===== src/rtl/btb_pkg.sv =====
// Shared definitions for the BTB update sequencer.
//
// Purpose:
//   Holds the BTB geometry constants, the layout of one queued branch
//   update, and the encoding of the update sequencer's state machine.
//   The sequencer and its queue import this package.
//
// Contents:
//   TAGW, SET_W, PC_W, TARGET_W  - BTB geometry and address widths
//   ENTRY_W                      - bits in one queued update (30+1+32)
//   btb_entry_t                  - packed queue entry {pc, taken, target}
//   ST_IDLE / ST_READ / ST_WRITE - sequencer state encoding
package btb_pkg;

    // BTB geometry: the word-aligned PC splits into tag and set index.
    localparam int TAGW     = 27;
    localparam int SET_W    = 3;
    localparam int PC_W     = 30;
    localparam int TARGET_W = 32;

    // One queued update is the resolved branch PC, direction and target.
    localparam int ENTRY_W  = PC_W + 1 + TARGET_W;

    typedef struct packed {
        logic [PC_W-1:0]     pc;
        logic                taken;
        logic [TARGET_W-1:0] target;
    } btb_entry_t;

    // Sequencer states, kept as plain constants for legacy tools.
    localparam logic [1:0] ST_IDLE  = 2'd0;
    localparam logic [1:0] ST_READ  = 2'd1;
    localparam logic [1:0] ST_WRITE = 2'd2;

endpackage : btb_pkg


===== src/rtl/btb_upd_fifo.sv =====
// Update queue for the BTB update sequencer.
//
// Purpose:
//   Small FIFO holding resolved branches waiting to be written into the
//   BTB. Pointers wrap modulo DEPTH; the occupancy counter runs 0..DEPTH
//   so a full queue is distinguishable from an empty one. Storage is not
//   reset; only the pointers and the count are.
//
// Ports:
//   clk, rst  - rising-edge clock, synchronous active-high reset
//   push, din - write din at the tail this cycle (ignored when full)
//   pop       - retire the head entry this cycle (ignored when empty)
//   head      - the oldest queued entry (undefined when empty)
//   count     - occupancy, 0..DEPTH
//   full      - count == DEPTH
//   empty     - count == 0
module btb_upd_fifo #(
    parameter int DEPTH = 4
) (
    input  logic                     clk,
    input  logic                     rst,
    input  logic                     push,
    input  btb_pkg::btb_entry_t      din,
    input  logic                     pop,
    output btb_pkg::btb_entry_t      head,
    output logic [$clog2(DEPTH):0]   count,
    output logic                     full,
    output logic                     empty
);
    import btb_pkg::*;

    localparam int AW = $clog2(DEPTH);
    localparam int CW = AW + 1;

    btb_entry_t    mem [DEPTH];
    logic [AW-1:0] wr_ptr;
    logic [AW-1:0] rd_ptr;
    logic          push_ok;
    logic          pop_ok;

    assign full    = (count == CW'(DEPTH));
    assign empty   = (count == '0);
    assign push_ok = push && !full;
    assign pop_ok  = pop && !empty;
    assign head    = mem[rd_ptr];

    // Entry storage: written at the tail, never cleared by reset.
    always_ff @(posedge clk) begin
        if (push_ok) begin
            mem[wr_ptr] <= din;
        end
    end

    // Pointers wrap naturally because DEPTH is a power of two; a
    // simultaneous push and pop moves both pointers and keeps the count.
    always_ff @(posedge clk) begin
        if (rst) begin
            wr_ptr <= '0;
            rd_ptr <= '0;
            count  <= '0;
        end else begin
            if (push_ok) begin
                wr_ptr <= wr_ptr + AW'(1);
            end
            if (pop_ok) begin
                rd_ptr <= rd_ptr + AW'(1);
            end
            case ({push_ok, pop_ok})
                2'b10:   count <= count + CW'(1);
                2'b01:   count <= count - CW'(1);
                default: count <= count;
            endcase
        end
    end

endmodule : btb_upd_fifo


===== src/rtl/btb_update_seq.sv =====
// BTB update sequencer.
//
// Purpose:
//   Queues resolved branches from the execute stage and replays each one
//   into the BTB as a read-modify-write: a READ cycle borrows the shared
//   BTB read port to fetch the target set, and the following WRITE cycle
//   drives btb_write with the head entry while the read data is valid.
//   Fetch has priority on the read port, but only at the moment a READ
//   would start; a READ or WRITE already under way always completes.
//
// Ports:
//   clk, rst        - rising-edge clock, synchronous active-high reset
//   ex_valid        - execute stage offers a resolved branch
//   ex_pc           - word-aligned PC of the branch
//   ex_taken        - resolved direction
//   ex_target       - resolved target
//   ex_ready        - queue accepts an offer this cycle
//   fetch_rd_busy   - fetch owns the BTB read port this cycle
//   upd_rd_en       - BTB set read request (READ state)
//   upd_rd_set      - set index being read
//   update_en       - btb_write strobe (WRITE state)
//   update_pc       - PC of the entry being written
//   actual_taken    - direction of the entry being written
//   update_target   - target of the entry being written
//   q_count         - current queue occupancy
module btb_update_seq #(
    parameter int TAGW  = btb_pkg::TAGW,
    parameter int DEPTH = 4
) (
    input  logic                   clk,
    input  logic                   rst,
    input  logic                   ex_valid,
    input  logic [29:0]            ex_pc,
    input  logic                   ex_taken,
    input  logic [31:0]            ex_target,
    output logic                   ex_ready,
    input  logic                   fetch_rd_busy,
    output logic                   upd_rd_en,
    output logic [2:0]             upd_rd_set,
    output logic                   update_en,
    output logic [29:0]            update_pc,
    output logic                   actual_taken,
    output logic [31:0]            update_target,
    output logic [$clog2(DEPTH):0] q_count
);
    import btb_pkg::*;

    localparam int CW = $clog2(DEPTH) + 1;

    logic [1:0]      state;
    logic [1:0]      state_nxt;
    btb_entry_t      din;
    btb_entry_t      head;
    logic            push;
    logic            pop;
    logic            full;
    logic            empty;
    logic            in_read;
    logic            in_write;
    logic [TAGW-1:0] head_tag;

    // Offers are refused while reset is held so nothing slips into a
    // queue that is being cleared.
    assign ex_ready = !full && !rst;
    assign push     = ex_valid && ex_ready;
    assign din      = '{pc: ex_pc, taken: ex_taken, target: ex_target};

    // The head leaves at the end of its WRITE cycle, after btb_write has
    // seen the read data fetched in the preceding READ.
    assign pop = (state == ST_WRITE) && !rst;

    btb_upd_fifo #(
        .DEPTH (DEPTH)
    ) u_fifo (
        .clk   (clk),
        .rst   (rst),
        .push  (push),
        .din   (din),
        .pop   (pop),
        .head  (head),
        .count (q_count),
        .full  (full),
        .empty (empty)
    );

    // Next-state logic. Fetch contention only defers the start of a READ;
    // READ always advances to WRITE. From WRITE another READ may follow
    // directly when entries remain behind the one being popped.
    always_comb begin
        state_nxt = ST_IDLE;
        case (state)
            ST_IDLE: begin
                if (!empty && !fetch_rd_busy) begin
                    state_nxt = ST_READ;
                end else begin
                    state_nxt = ST_IDLE;
                end
            end
            ST_READ: begin
                state_nxt = ST_WRITE;
            end
            ST_WRITE: begin
                if ((q_count > CW'(1)) && !fetch_rd_busy) begin
                    state_nxt = ST_READ;
                end else begin
                    state_nxt = ST_IDLE;
                end
            end
            default: begin
                state_nxt = ST_IDLE;
            end
        endcase
    end

    // State register.
    always_ff @(posedge clk) begin
        if (rst) begin
            state <= ST_IDLE;
        end else begin
            state <= state_nxt;
        end
    end

    // Moore outputs, forced quiet while reset is held so an interrupted
    // READ or WRITE never reaches the BTB.
    assign in_read  = (state == ST_READ) && !rst;
    assign in_write = (state == ST_WRITE) && !rst;

    // The PC is rebuilt from its tag and set fields so the BTB tag width
    // is tied to the PC layout at elaboration.
    assign head_tag = head.pc[SET_W +: TAGW];

    assign upd_rd_en     = in_read;
    assign upd_rd_set    = in_read  ? head.pc[SET_W-1:0]                  : '0;
    assign update_en     = in_write;
    assign update_pc     = in_write ? {head_tag, head.pc[SET_W-1:0]}     : '0;
    assign actual_taken  = in_write ? head.taken                          : 1'b0;
    assign update_target = in_write ? head.target                         : '0;

endmodule : btb_update_seq


===== config.mk =====
export PLATFORM = sky130hd
export DESIGN_NAME = btb_update_seq
export DESIGN_NICKNAME = d
export VERILOG_FILES = /design/src/rtl/btb_pkg.sv /design/src/rtl/btb_upd_fifo.sv /design/src/rtl/btb_update_seq.sv
export SDC_FILE = /design/constraint.sdc
export NUM_CORES = 1
export LEC_CHECK = 0
export BUFFER_PORTS_ARGS = -buffer_cell sky130_fd_sc_hd__clkbuf_2
export CAP_MARGIN = 10
export CORE_MARGIN = 3
export CORE_UTILIZATION = 35
export CTS_BUF_LIST = sky130_fd_sc_hd__clkbuf_4 sky130_fd_sc_hd__clkbuf_8
export DETAILED_ROUTE_END_ITERATION = 6
export GPL_ROUTABILITY_DRIVEN = 0
export PLACE_DENSITY_LB_ADDON = 0.2
export SETUP_SLACK_MARGIN = 0.2
export SLEW_MARGIN = 20
export SYNTH_ARGS = -nofsm -noshare
export SYNTH_HDL_FRONTEND = slang
export SYNTH_SLANG_ARGS = --single-unit
export TNS_END_PERCENT = 10

===== constraint.sdc =====
create_clock -name clk -period 2.85 [get_ports clk]
set_input_delay 0.1425 -clock clk [delete_from_list [all_inputs] [get_ports clk]]
set_output_delay 0.1425 -clock clk [all_outputs]
set_load 0.05 [all_outputs]

==> flow_summary.toml <==
[worst_setup_path]
startpoint_type = "input port"
required_ns = 2.71
worst_ep_arrival_time_ns = 2.34
worstSetupPathType = "in -> out"
worst_r2r_path_depth = 5
rr_endpoint = "u_fifo.count[2]"
r2r_slack_ns = 0.50
regToRegStartpoint = "state[1]"
critPathMaxFanout = 25
end_kind = "primary output"

[detailed_routing]
routed_wl_mm = 21.52
drt_pre_antenna_iters = 4
drtAntennaViolNets = 0
wl_per_cell_um = 19.20
vias = 5257
via_per_inst = 4.690
drtIter0Drc = 310
route.detailed.drc = 0

[synthesis]
ys_seq_area_frac = 0.7706
synthesis.area_um2 = 10110
synth_flop_cell = "edfxtp_1"
synth_cells = 465
synth_edf_count = 252
synth_top_cell_by_area = "edfxtp_1"
syn_nets = 541
avgSynthCellArea_um2 = 21.73
synthArstFlopShare = 0
netlist.area_leader.share = 0.7488
ys_seq_elements = 263
netlist_top_cells_area = "edfxtp_1 (75%), mux4_2 (14%), nor2b_1 (4.0%), dfxtp_1 (2.2%), ha_1 (1.1%)"
ys_types = 30
yosys_warnings = 0

[global_routing]
antenna_found_initial = 0
grt_max_degree = 45
grt_use_total = 0.1368
grt_pass1_vias = 5868
grt_pass1_wl_mm = 32.73
grt-ovfl-total = 0

[timing]
min_period_ns = 2.486
hold_slack_ns = 0.3751
slew_headroom = 0.5544
worst_pin_slew_ns = 0.6684
final_max_slew_viol_count = 0
rsz0062_at_grt = "no"
finalSetupViolCount = 0
fin_crit_sh = 0.8723
fmax_mhz = 402.3
hold_viol = 0
finClkSkew_ns = 0.01163
finalSetupTns_ns = 0

[hold_path]
hold_start = "ex_pc[25]"
whs_endpoint = "u_fifo.mem[0][58]"
hold_path_class = "in -> reg"
hold_depth = 2

[power]
p_leak_uw = 0.004397
p_comb_frac = 0.057
power.internal_uw = 6310
p_clk_frac = 0.392
vdd_drop_max_v = 0.0005129
power.density_nw_per_um2 = 618.0
power.switching_uw = 1673
swShare = 0.2096
pwr-share-seq = 0.551

[layout]
final_common_cell = "edfxtp_1"
final_util = 0.4599
antennaDiodeCount = 0
fin_cells = 1121
nets = 788
drive_above_1_share = 0.3984
final_cell_mix = "edfxtp_1 (252), clkbuf_2 (138), dlygate4sd3_1 (66)"
areaGrowthSynthToFinish_pct = 27.81

[cts]
clk_root_buffer_cell = "clkbuf_8"
clockBufferDepth = 3
cts-buffers-inserted = 45
htreeDepth = 2
clk_pin_slew_worst_paths_ns = 0.06
cts.sinks = 263
cts_tree = "yes"
clk_latency_ns = 0.53

[floorplan]
io_pins = 139
fp.dieH_um = 175.9
die_w_um = 175.9
dieArea_um2 = 30950
coreArea_um2 = 28090
initial_core_util = 0.3598
rows = 61

[placed_design]
numPortBuffers = 138
place_hpwl_mm = 12.24
dp_cells = 973

[run_status]
outcome = "finished, final reports clean"

[job]
drv_cap = 0
## how the worst max path moves through the flow
stage | startpoint | end | slack [ns] | cells after the start
5_1_grt | rst | update_pc[13] | 0.23 | 6
2_1_floorplan | u_fifo.count[0] | u_fifo.count[2] | 0.27 | 7
3_3_place_gp | rst | u_fifo.count[2] | 0.69 | 6
6_report | rst | update_pc[20] | 0.36 | 6
4_1_cts | state[1] | update_pc[20] | 0.20 | 4
3_5_place_dp | rst | u_fifo.count[2] | 0.64 | 6
## layer usage
layer / global-route usage / vias up / wire length [um]
met5: 0 / - / 0
met4: 0.03893 / 0 / 281
met3: 0.03351 / 28 / 1137
met2: 0.2394 / 150 / 11250
met1: 0.1694 / 2694 / 8851
li1: - / 2385 / -
## cell families after synthesis
| group | synth area share |
|---|---|
| xor+xnor | 0.001734 |
| compound gates | 0.006810 |
| flops | 0.7706 |
| mux | 0.1435 |
| simple gates | 0.05274 |
| fa+ha+maj | 0.01114 |
| buf+inv | 0.01349 |
## power by group through the flow
stage | clock network [uW] | logic, uW | registers [uW]
global route | 3440 | 494 | 4400
finish | 3130 | 452 | 4400
detailed placement | 0 | 382 | 4480
CTS | 3260 | 461 | 4400
global placement | 0 | 369 | 4470
floorplan | 0 | 205 | 4480
## synthesized netlist by cell type (2+ instances only)
cell and number:
edfxtp_1 252, nor2b_1 64, mux4_2 63, dfxtp_1 11
ha_1 9, buf_2 7, buf_4 6, clkbuf_1 6
inv_1 6, nor2_1 5, a21oi_1 4, and3_1 4
and2_1 3, buf_1 3, nor3_1 3, mux2i_1 2
o21ai_0 2, or3_1 2, xor2_1 2
## critical path, stage by stage
cell and delay [ns]:
dlygate4sd3_1 0.53, clkbuf_2 0.28, or3b_4 0.58, buf_4 0.28, nor2b_1 0.21, clkbuf_2 0.31
## registers in the layout, indices dropped and copies added (netlist names), named ones only
signal / cells
u_fifo.mem: 252
state: 2
u_fifo.count: 3
u_fifo.rd_ptr: 2
u_fifo.wr_ptr: 2
## timing repair
| item | 4_1_cts | 5_1_grt |
|---|---|---|
| pin swaps | 0 | 1 |
| buffers inserted | 2 | 0 |
| endpoints found under the hold margin | 260 | 0 |
| gates resized for setup | 0 | 1 |
| hold buffers | 66 | 0 |
| gates cloned | 0 | 2 |
| setup endpoints to repair | 16 | 24 |
## final cells by class
type	instances	area, um^2
clock buffer	59	724.4
tap	378	473.0
timing repair buffer	220	1559
inverter	6	22.52
clock inverter	19	113.9
multi-input combinational	176	2227
sequential	263	7796
fill	2479	15170
## stage by stage
stage	area (um^2)	setup WS (ns)	total power, uW
2_1_floorplan	10130	0.2742	4683
3_3_place_gp	11380	0.6882	4837
3_5_place_dp	11380	0.6378	4859
4_1_cts	12900	0.1987	8118
5_1_grt	12920	0.2308	8341
6_report	12920	0.3640	7983
No activity file was read; power rests on OpenSTA's default activity.
